`src/rtl/sign_div.sv`:
```
// Sequential signed divider: sign-magnitude front end, restoring shift-subtract
// core producing one quotient bit per cycle, then sign correction and overrides.
module sign_div #(
  parameter int WIDTH_N = 16,
  parameter int WIDTH_D = 8
) (
  input  logic               clk,
  input  logic               rst_n,
  input  logic               in_valid,
  output logic               in_ready,
  input  logic [WIDTH_N-1:0] dividend,
  input  logic [WIDTH_D-1:0] divisor,
  output logic               out_valid,
  input  logic               out_ready,
  output logic [WIDTH_N-1:0] quotient,
  output logic [WIDTH_D-1:0] remainder,
  output logic               div_by_zero,
  output logic               overflow
);

  typedef enum logic [1:0] {IDLE, CALC, FIX, DONE} state_t;

  localparam int CW = (WIDTH_N > 1) ? $clog2(WIDTH_N) : 1;
  localparam logic [CW-1:0]      LAST_BIT = CW'(WIDTH_N - 1);
  localparam logic [WIDTH_N-1:0] MOST_NEG = {1'b1, {(WIDTH_N-1){1'b0}}};
  localparam logic [WIDTH_N-1:0] MAX_POS  = {1'b0, {(WIDTH_N-1){1'b1}}};

  state_t state, state_nx;

  logic [CW-1:0]      cnt;
  logic               sn, sd;
  logic [WIDTH_N-1:0] raw_n;
  logic [WIDTH_D-1:0] raw_d;
  logic [WIDTH_N-1:0] qsh;
  logic [WIDTH_D-1:0] mag_d;
  logic [WIDTH_D:0]   prem;
  logic [WIDTH_D:0]   trial;
  logic               take;

  assign in_ready  = (state == IDLE);
  assign out_valid = (state == DONE);

  // qsh starts as |dividend| and is shifted out MSB-first while quotient bits
  // enter at the LSB, so after WIDTH_N iterations it holds the magnitude quotient.
  assign trial = {prem[WIDTH_D-1:0], qsh[WIDTH_N-1]};
  assign take  = (trial >= {1'b0, mag_d});

  always_ff @(posedge clk or negedge rst_n) begin
    if (!rst_n) state <= IDLE;
    else        state <= state_nx;
  end

  always_comb begin
    state_nx = state;
    case (state)
      IDLE: if (in_valid)          state_nx = CALC;
      CALC: if (cnt == LAST_BIT)   state_nx = FIX;
      FIX:                         state_nx = DONE;
      DONE: if (out_ready)         state_nx = IDLE;
      default:                     state_nx = IDLE;
    endcase
  end

  always_ff @(posedge clk or negedge rst_n) begin
    if (!rst_n) begin
      cnt         <= '0;
      sn          <= 1'b0;
      sd          <= 1'b0;
      raw_n       <= '0;
      raw_d       <= '0;
      qsh         <= '0;
      mag_d       <= '0;
      prem        <= '0;
      quotient    <= '0;
      remainder   <= '0;
      div_by_zero <= 1'b0;
      overflow    <= 1'b0;
    end else begin
      case (state)
        IDLE: if (in_valid) begin
          sn          <= dividend[WIDTH_N-1];
          sd          <= divisor[WIDTH_D-1];
          raw_n       <= dividend;
          raw_d       <= divisor;
          qsh         <= dividend[WIDTH_N-1] ? -dividend : dividend;
          mag_d       <= divisor[WIDTH_D-1] ? -divisor : divisor;
          prem        <= '0;
          cnt         <= '0;
          div_by_zero <= 1'b0;
          overflow    <= 1'b0;
        end
        CALC: begin
          prem <= take ? (trial - {1'b0, mag_d}) : trial;
          qsh  <= {qsh[WIDTH_N-2:0], take};
          cnt  <= cnt + 1'b1;
        end
        FIX: begin
          if (raw_d == '0) begin
            quotient    <= '1;
            remainder   <= '0;
            div_by_zero <= 1'b1;
          end else if (raw_n == MOST_NEG && raw_d == '1) begin
            quotient  <= MAX_POS;
            remainder <= '0;
            overflow  <= 1'b1;
          end else begin
            quotient  <= (sn ^ sd) ? -qsh : qsh;
            remainder <= sn ? -prem[WIDTH_D-1:0] : prem[WIDTH_D-1:0];
          end
        end
        default: ;
      endcase
    end
  end

endmodule

```
`config.mk`:
```
export PLATFORM = sky130hd
export DESIGN_NAME = sign_div
export DESIGN_NICKNAME = d
export VERILOG_FILES = /design/src/rtl/sign_div.sv
export SDC_FILE = /design/constraint.sdc
export NUM_CORES = 1
export LEC_CHECK = 0
export ABC_AREA = 0
export CORE_ASPECT_RATIO = 1.75
export CORE_MARGIN = 4
export CORE_UTILIZATION = 59
export CTS_BUF_LIST = sky130_fd_sc_hd__clkbuf_4
export CTS_CLUSTER_DIAMETER = 120
export DETAILED_ROUTE_END_ITERATION = 10
export GPL_TIMING_DRIVEN = 0
export PLACE_DENSITY = 0.9
export SETUP_SLACK_MARGIN = 0.15
export SLEW_MARGIN = 20
export SYNTH_ARGS = -nofsm -noshare
export SYNTH_HDL_FRONTEND = slang
export SYNTH_SLANG_ARGS = --single-unit
```
`constraint.sdc`:
```
create_clock -name clk -period 2.55 [get_ports clk]
set_input_delay 0.51 -clock clk [delete_from_list [all_inputs] [get_ports clk]]
set_output_delay 0.51 -clock clk [all_outputs]
set_load 0.03 [all_outputs]
```
==> impl_results.md, run 1 <==
* Starting Density at between 60% and 70%
* DR vias/cell at 6.10
* Vias in the first global route at 4305
* Placed cells at 687
* Die area at about 0.010 mm²
* Ant diodes at 0
* Worst-path maximum fanout at 5
* Number of antenna violations at the first check in global routing at 0
* Slowest stage delay, CP at 0.45 ns
* Non-filler cells, final at 704
* Final slew viol count at 0
* Clock-pin slew on the worst setup and hold paths at 0.14 ns
* Seq/Total Area, Yosys at 43.4%
* Synthesized area at 0.00502 mm²
* Clk pwr share at 11.6%
* Crit path max-delay family: compound AO/OA/AOI/OAI gates
* Clk_lat worst skew at 0.47 ns
* Site Rows at 44
* TritonCTS clock tree: done
* Post-synth EDFFs at 0
* Crit Path Category: register to register
* Comb power frac at 57.3%
* DIE HEIGHT at 130 µm
* Largest net degree at the start of global routing at 56
* Max Clk Rate at 426 MHz
* CTS max path bufs at 2
* Finished Core Util at 71.2%
* Grt ovf at 0
* Nets at roughly 630
* Peak supply drop at roughly 0.53 mV
* Slowest cell on crit path: dfrtp_1
* Total CTS buffers at 9
* Final HPWL DP at 9310 µm
* Internal power component at 0.00453 W
* Post-route ant nets at 0
* CP bufs+invs at 2
* Nature of the critical path endpoint: register
* Via Count at 4292
* Worst Tran Pin Value at 0.530 ns
* Syn Inst Count at 518
* Placement Setup Slack at -0.0495 ns
* Main synth FF type: dfrtp_1
* Switching share of total power at 45.1%
* Yosys cell types at a little under 60
* Critical Path RT at 2.93 ns
* Final period utilization at 92.2%
* Syn-to-layout area delta at 17.9%
* I/O pins at 56
* Part of the power in registers at 31.1%
* Final worst slack at around 0.20 ns
* CTS HTree Levels at 3
* Root buf cell: clkbuf_4
* Design Power at ~0.0083 W
* Async SR Flop Fraction at 100%
* Drc violations at 0
* CP startpoint kind: register
* DRT Wirelength at between 10000 and 15000 µm
* Most common cell on crit path: o211ai_1
* 1st-pass router iterations at 5
* Min Clock Period, post-route at between 2 and 2.5 ns
* # setup viols final at 0
* RSZ-0062 raised after global routing: yes
* Core ar. at 0.00831 mm²
* Worst Clk Skew at 0.0170 ns
* Syn Nets at 564
* Gr usage total at between 20% and 30%
* Psw at 0.00373 W
* Layout cells sized above 1 at roughly a tenth
* Initial detailed-routing violation count at approximately 240
* Maxcap violations at 0
* Worst path arrival time at around 2.7 ns
* CP cell instances: inv_2 > ha_1 > inv_1 > fa_1 > a211o_1 > a2111oi_1 > nand4b_1 > o211ai_1 > o211ai_1
* Worst hold slack at 0.495 ns
* Power density cells at around 1400 mW/mm²
* Final Hold Fails at 0
* TritonCTS sink count at 87
* Syn Area/Cell at a little under 10 µm²
* Leakage at 2.46 nW
* GP Congestion at 0.891
* Slew Limit Headroom at 64.2%
* FF+latch count, synth at 87
* Wirelength per Cell at 17.0 µm
* Hold Path Class: register to register
* Yosys warning total at 0
* Status: finished, final reports clean
* First-pass GRT wire length at about 20000 µm
* Die Width at between 70 and 80 µm
* Port bufs at 53
## path summary, 6_finish.rpt
check                              start       end  slack, ns  cells past startpoint
max in group asynchronous          rst_n    qsh[6]       1.41                      3
worst max-delay path             qsh[15]   prem[6]       0.20                      9
worst min register to register  mag_d[3]  mag_d[3]       0.49                      2
worst max register to register   qsh[15]   prem[6]       0.20                      9
min in group asynchronous          rst_n  mag_d[4]       0.54                      2
worst min-delay path            mag_d[3]  mag_d[3]       0.49                      2
## sequential cells by signal, indices dropped and copies added, names as in the netlist, 2 cells and up
| register | flops |
|---|---|
| raw_n | 15 |
| prem | 8 |
| mag_d | 7 |
| cnt | 4 |
| remainder | 8 |
| raw_d | 7 |
| state | 2 |
| quotient | 16 |
| qsh | 16 |
## area by class of cell
cell class,count,area [µm²]
Inverter,31,116
Clock inverter,5,97.6
Buffer,26,111
Timing Repair Buffer,56,572
Fill cell,617,2390
Multi-Input combinational cell,374,2630
Clock buffer,10,75.1
Sequential cell,87,2180
Tap cell,115,144
## logic make-up after synthesis
| kind of cell | count (synthesis) | synth area share [%] |
|---|---|---|
| AO/OA/AOI/OAI | 149 | 20.1 |
| XOR/XNOR | 44 | 7.68 |
| adder cells (fa/ha/maj) | 18 | 4.63 |
| buffers and inverters | 57 | 4.44 |
| flip-flops | 87 | 43.4 |
| multiplexers | 23 | 5.08 |
| AND/OR/NAND/NOR | 140 | 14.7 |
## stage by stage
stage | cell area (µm²) | TNS, ns
finish | 5920 | 0
detailed placement | 5720 | -0.275
floorplan | 5020 | 0
global placement | 5700 | -166.86
global route | 5920 | 0
CTS | 5900 | 0
## power by group through the flow
stage	Sequential, W	Clock (W)	Combinational [W]
4_1_cts	0.00255	0.000956	0.00469
5_1_grt	0.00265	0.00101	0.00520
3_5_place_dp	0.00259	0	0.00466
6_report	0.00257	0.000957	0.00474
2_1_floorplan	0.00278	0	0.00312
3_3_place_gp	0.00254	0	0.00448
## metal layers
| layer | up-vias | track usage [%] | routed length, µm |
|---|---|---|---|
| met1 | 2077 | 27.1 | 4460 |
| met3 | 38 | 3.59 | 534 |
| met5 | - | 0 | 0 |
| met2 | 159 | 44.5 | 6390 |
| met4 | 0 | 16.7 | 583 |
| li1 | 2018 | - | - |
## worst reg2reg max path: stages (launching register included)
cell,delay (ns)
dfrtp_1,0.45
inv_2,0.10
ha_1,0.18
inv_1,0.06
fa_1,0.41
a211o_1,0.32
a2111oi_1,0.37
nand4b_1,0.16
o211ai_1,0.09
o211ai_1,0.12
## cells in the mapped netlist, types with 7 or more instances
cell type	count	area share [%]
dfrtp_1	87	43
nand2_1	45	3.4
o21ai_0	40	4.0
nor2_1	33	2.5
inv_1	31	2.3
xor2_1	28	4.9
clkbuf_1	21	1.6
mux2_2	20	4.5
ha_1	17	4.2
xnor2_1	16	2.8
a31oi_1	15	1.9
nand3_1	12	1.2
o211ai_1	12	1.8
a21oi_1	11	1.1
o31ai_1	11	1.6
o22ai_1	8	1.0
a22oi_1	7	1.0
nor2b_1	7	0.87
nor3_1	7	0.70
o21a_1	7	1.0
## layout by cell type (no fill, tap or decap), types with 4 or more instances in the layout
cell type | Yosys | final
mux2_2 | 20 | 20
o41ai_1 | 4 | 4
or3_1 | 4 | 4
o31ai_1 | 11 | 11
dfrtp_1 | 87 | 87
xor2_1 | 28 | 28
nand4_1 | 5 | 5
clkbuf_1 | 21 | 19
o21ai_0 | 40 | 40
nand3_1 | 12 | 12
a21oi_1 | 11 | 11
o22a_1 | 6 | 6
xnor2_1 | 16 | 16
nor2b_1 | 7 | 6
ha_1 | 17 | 17
o211ai_1 | 12 | 12
nor2_1 | 33 | 33
a22oi_1 | 7 | 7
clkbuf_2 | 0 | 4
o22ai_1 | 8 | 8
nand2b_1 | 4 | 4
nor3b_1 | 4 | 4
a31oi_1 | 15 | 15
a221oi_1 | 5 | 5
nor3_1 | 7 | 7
nand2_1 | 45 | 45
o21a_1 | 7 | 7
inv_1 | 31 | 30
or4_1 | 4 | 4
clkdlybuf4s50_1 | 0 | 51
clkbuf_4 | 0 | 10
## timing repair
item	4_1_cts	5_1_grt
pin swaps	0	0
setup buffers	0	1
endpoints found under the setup margin	2	21
hold buffers	1	0
gates resized for setup	2	8
hold endpoints to repair	32	0
Note: power is estimated with default switching activity, not from simulation.
==> run 2: changes to the inputs <==
--- a/config.mk
+++ b/config.mk
@@ -6,6 +6,7 @@
 export NUM_CORES = 1
 export LEC_CHECK = 0
 export ABC_AREA = 0
+export CAP_MARGIN = 5
 export CORE_ASPECT_RATIO = 1.75
 export CORE_MARGIN = 4
 export CORE_UTILIZATION = 59
@@ -14,7 +15,7 @@
 export DETAILED_ROUTE_END_ITERATION = 10
 export GPL_TIMING_DRIVEN = 0
 export PLACE_DENSITY = 0.9
-export SETUP_SLACK_MARGIN = 0.15
+export SETUP_SLACK_MARGIN = 0.5
 export SLEW_MARGIN = 20
 export SYNTH_ARGS = -nofsm -noshare
 export SYNTH_HDL_FRONTEND = slang
==> run 2 against run 1 <==
  * Sequential share of layout area decreased by 1.5 points
  * Combinational power increased by 13%
  * Flip-flop and latch count unchanged
  * First-iteration DRC count increased by 97%
  * Utilization increased by 3.2 points
  * Total power increased by 4.1%
  * Fmax increased by 7.5%
==> impl_results.md, run 2 (synthesis results as in run 1) <==
* Status: finished, final reports clean
* Final Hold Fails at 0
* Max Clk Rate at 457 MHz
* Final Instance Area at roughly 0.0062 mm²
* Commonest non-fill, non-tap cell in the layout: dfrtp_1
* Largest net degree at the start of global routing at 58
* Levels on crit path at 9
* First-pass GRT wire length at 20100 µm
* Drc violations at 0
* Worst reg2reg startpoint: qsh[15]
* Die area at around 0.010 mm²
* Maxcap violations at 0
* Comb power frac at 62.3%
* Part of the power in registers at between 30% and 40%
* Worst Clk Skew at 0.0136 ns
* Clk pwr share at 7.7%
* Root buf cell: clkbuf_4
* Worst-path maximum fanout at 3
* Vias in the first global route at ~4500
* Worst Tran Pin Value at 0.518 ns
* Clock-pin slew on the worst setup and hold paths at 0.13 ns
* R2R depth at 9
* Slowest stage delay, CP at 0.43 ns
* GP Congestion at 0.877
* CP cell instances: inv_2 > ha_4 > inv_2 > fa_2 > a211o_1 > a2111oi_2 > nand4b_1 > o211ai_1 > o211ai_1
* Final period utilization at 85.7%
* Fillers at 543
* Wirelength per Cell at 18.1 µm
* Grt ovf at 0
* Most frequent cells in the layout: 82 x dfrtp_1, 44 x nand2_1, 38 x o21ai_0
* Finished Core Util at 74.4%
* CTS max path bufs at 2
* Hold Crit Depth at 2
* 1st-pass router iterations at 5
* Ant diodes at 0
* Peak supply drop at a little under 0.7 mV
* Starting Density at 60.4%
* Die Width at 77.7 µm
* CTS HTree Levels at 3
* Setup TNS at 0 ns
* Top flop regs: qsh x16, quotient x16, raw_n x15
* Clk_lat worst skew at around 0.46 ns
* CP startpoint kind: register
* Hold Path Class: primary input to register
* Leakage at about 2.6 nW
* Site Rows at 44
* Nature of the critical path endpoint: register
* Critical Path End: prem[6]
* TritonCTS clock tree: done
* RR Endpoint: prem[6]
* Final HPWL DP at between 9000 and 10000 µm
* DIE HEIGHT at 130 µm
* RSZ-0062 raised after global routing: yes
* Min Clock Period, post-route at 2.19 ns
* Nets at between 600 and 700
* I/O pins at 56
* Via Count at ~4600
* Post-route ant nets at 0
* Slowest cell on crit path: dfrtp_1
* # setup viols final at 0
* Port bufs at between 50 and 60
* Reg-to-reg slack, setup at 0.36 ns
* Crit Path Category: register to register
* Psw at 0.00403 W
* Slew Limit Headroom at 65.5%
* Switching share of total power at 46.9%
* Crit path max-delay family: compound AO/OA/AOI/OAI gates
* Number of antenna violations at the first check in global routing at 0
* Critical Path RT at 2.93 ns
* DR vias/cell at 6.31
* Final slew viol count at 0
* TritonCTS sink count at 87
* Initial detailed-routing violation count at 462
* Power density cells at 1390 mW/mm²
* Total CTS buffers at 9
* Design Power at about 0.0086 W
* Internal power component at ~0.0046 W
* Core ar. at 0.00831 mm²
* Crit path from: qsh[15]
* DP Area at 0.00572 mm²
* Worst path arrival time at roughly 2.6 ns
* DRT Wirelength at 13100 µm
* Layout cells sized above 1 at 18.3%
* Gr usage total at 25.0%
* Syn-to-layout area delta at 23.1%
* CP bufs+invs at 2
[run 2: through the flow]
stage               hold slack, ns  instances  worst slack, ns
finish                       0.442        727            0.364
global route                 0.452        727            0.271
CTS                          0.499        716            0.320
detailed placement           0.462        687          -0.0440
global placement             0.461        686            -1.95
floorplan                    0.214        518            0.511
[run 2: timing repair]
action,CTS,global route
resized for setup,28,45
endpoints found under the setup margin,49,61
hold buffers,1,0
pin swaps,9,9
setup buffers,12,11
hold endpoints to repair,30,0
[run 2: final cells by class]
type | count | area [µm²] | share of cell area, %
clock buffers | 9 | 67.6 | 1.09
plain buffers | 26 | 120 | 1.94
inverters | 31 | 116 | 1.88
repair buffers | 78 | 758 | 12.3
well taps | 115 | 144 | 2.33
multi-input cells | 374 | 2750 | 44.5
flip-flops and latches | 87 | 2180 | 35.3
clock inverters | 7 | 40.0 | 0.648
[run 2: power by group through the flow]
stage	clock network [W]	registers, W	logic [W]
global route	0.000721	0.00265	0.00584
finish	0.000665	0.00258	0.00536
global placement	0	0.00254	0.00448
floorplan	0	0.00278	0.00312
detailed placement	0	0.00260	0.00465
CTS	0.000663	0.00255	0.00491
[run 2: routing by layer]
layer	wire, µm	track usage, %	vias up
met5	0	0	-
met4	763	16.8	0
met3	762	3.59	74
met2	6910	45.1	246
met1	4700	27.0	2194
li1	-	-	2071
[run 2: worst min-delay path by stage]
| stage | from | end | slack, ns |
|---|---|---|---|
| after floorplan | rst_n | cnt[0] | 0.21 |
| after global placement | mag_d[3] | mag_d[3] | 0.46 |
| after detailed placement | rst_n | quotient[10] | 0.46 |
| after CTS | mag_d[1] | mag_d[1] | 0.50 |
| after global routing | dividend[10] | raw_n[10] | 0.45 |
| final | dividend[10] | raw_n[10] | 0.44 |
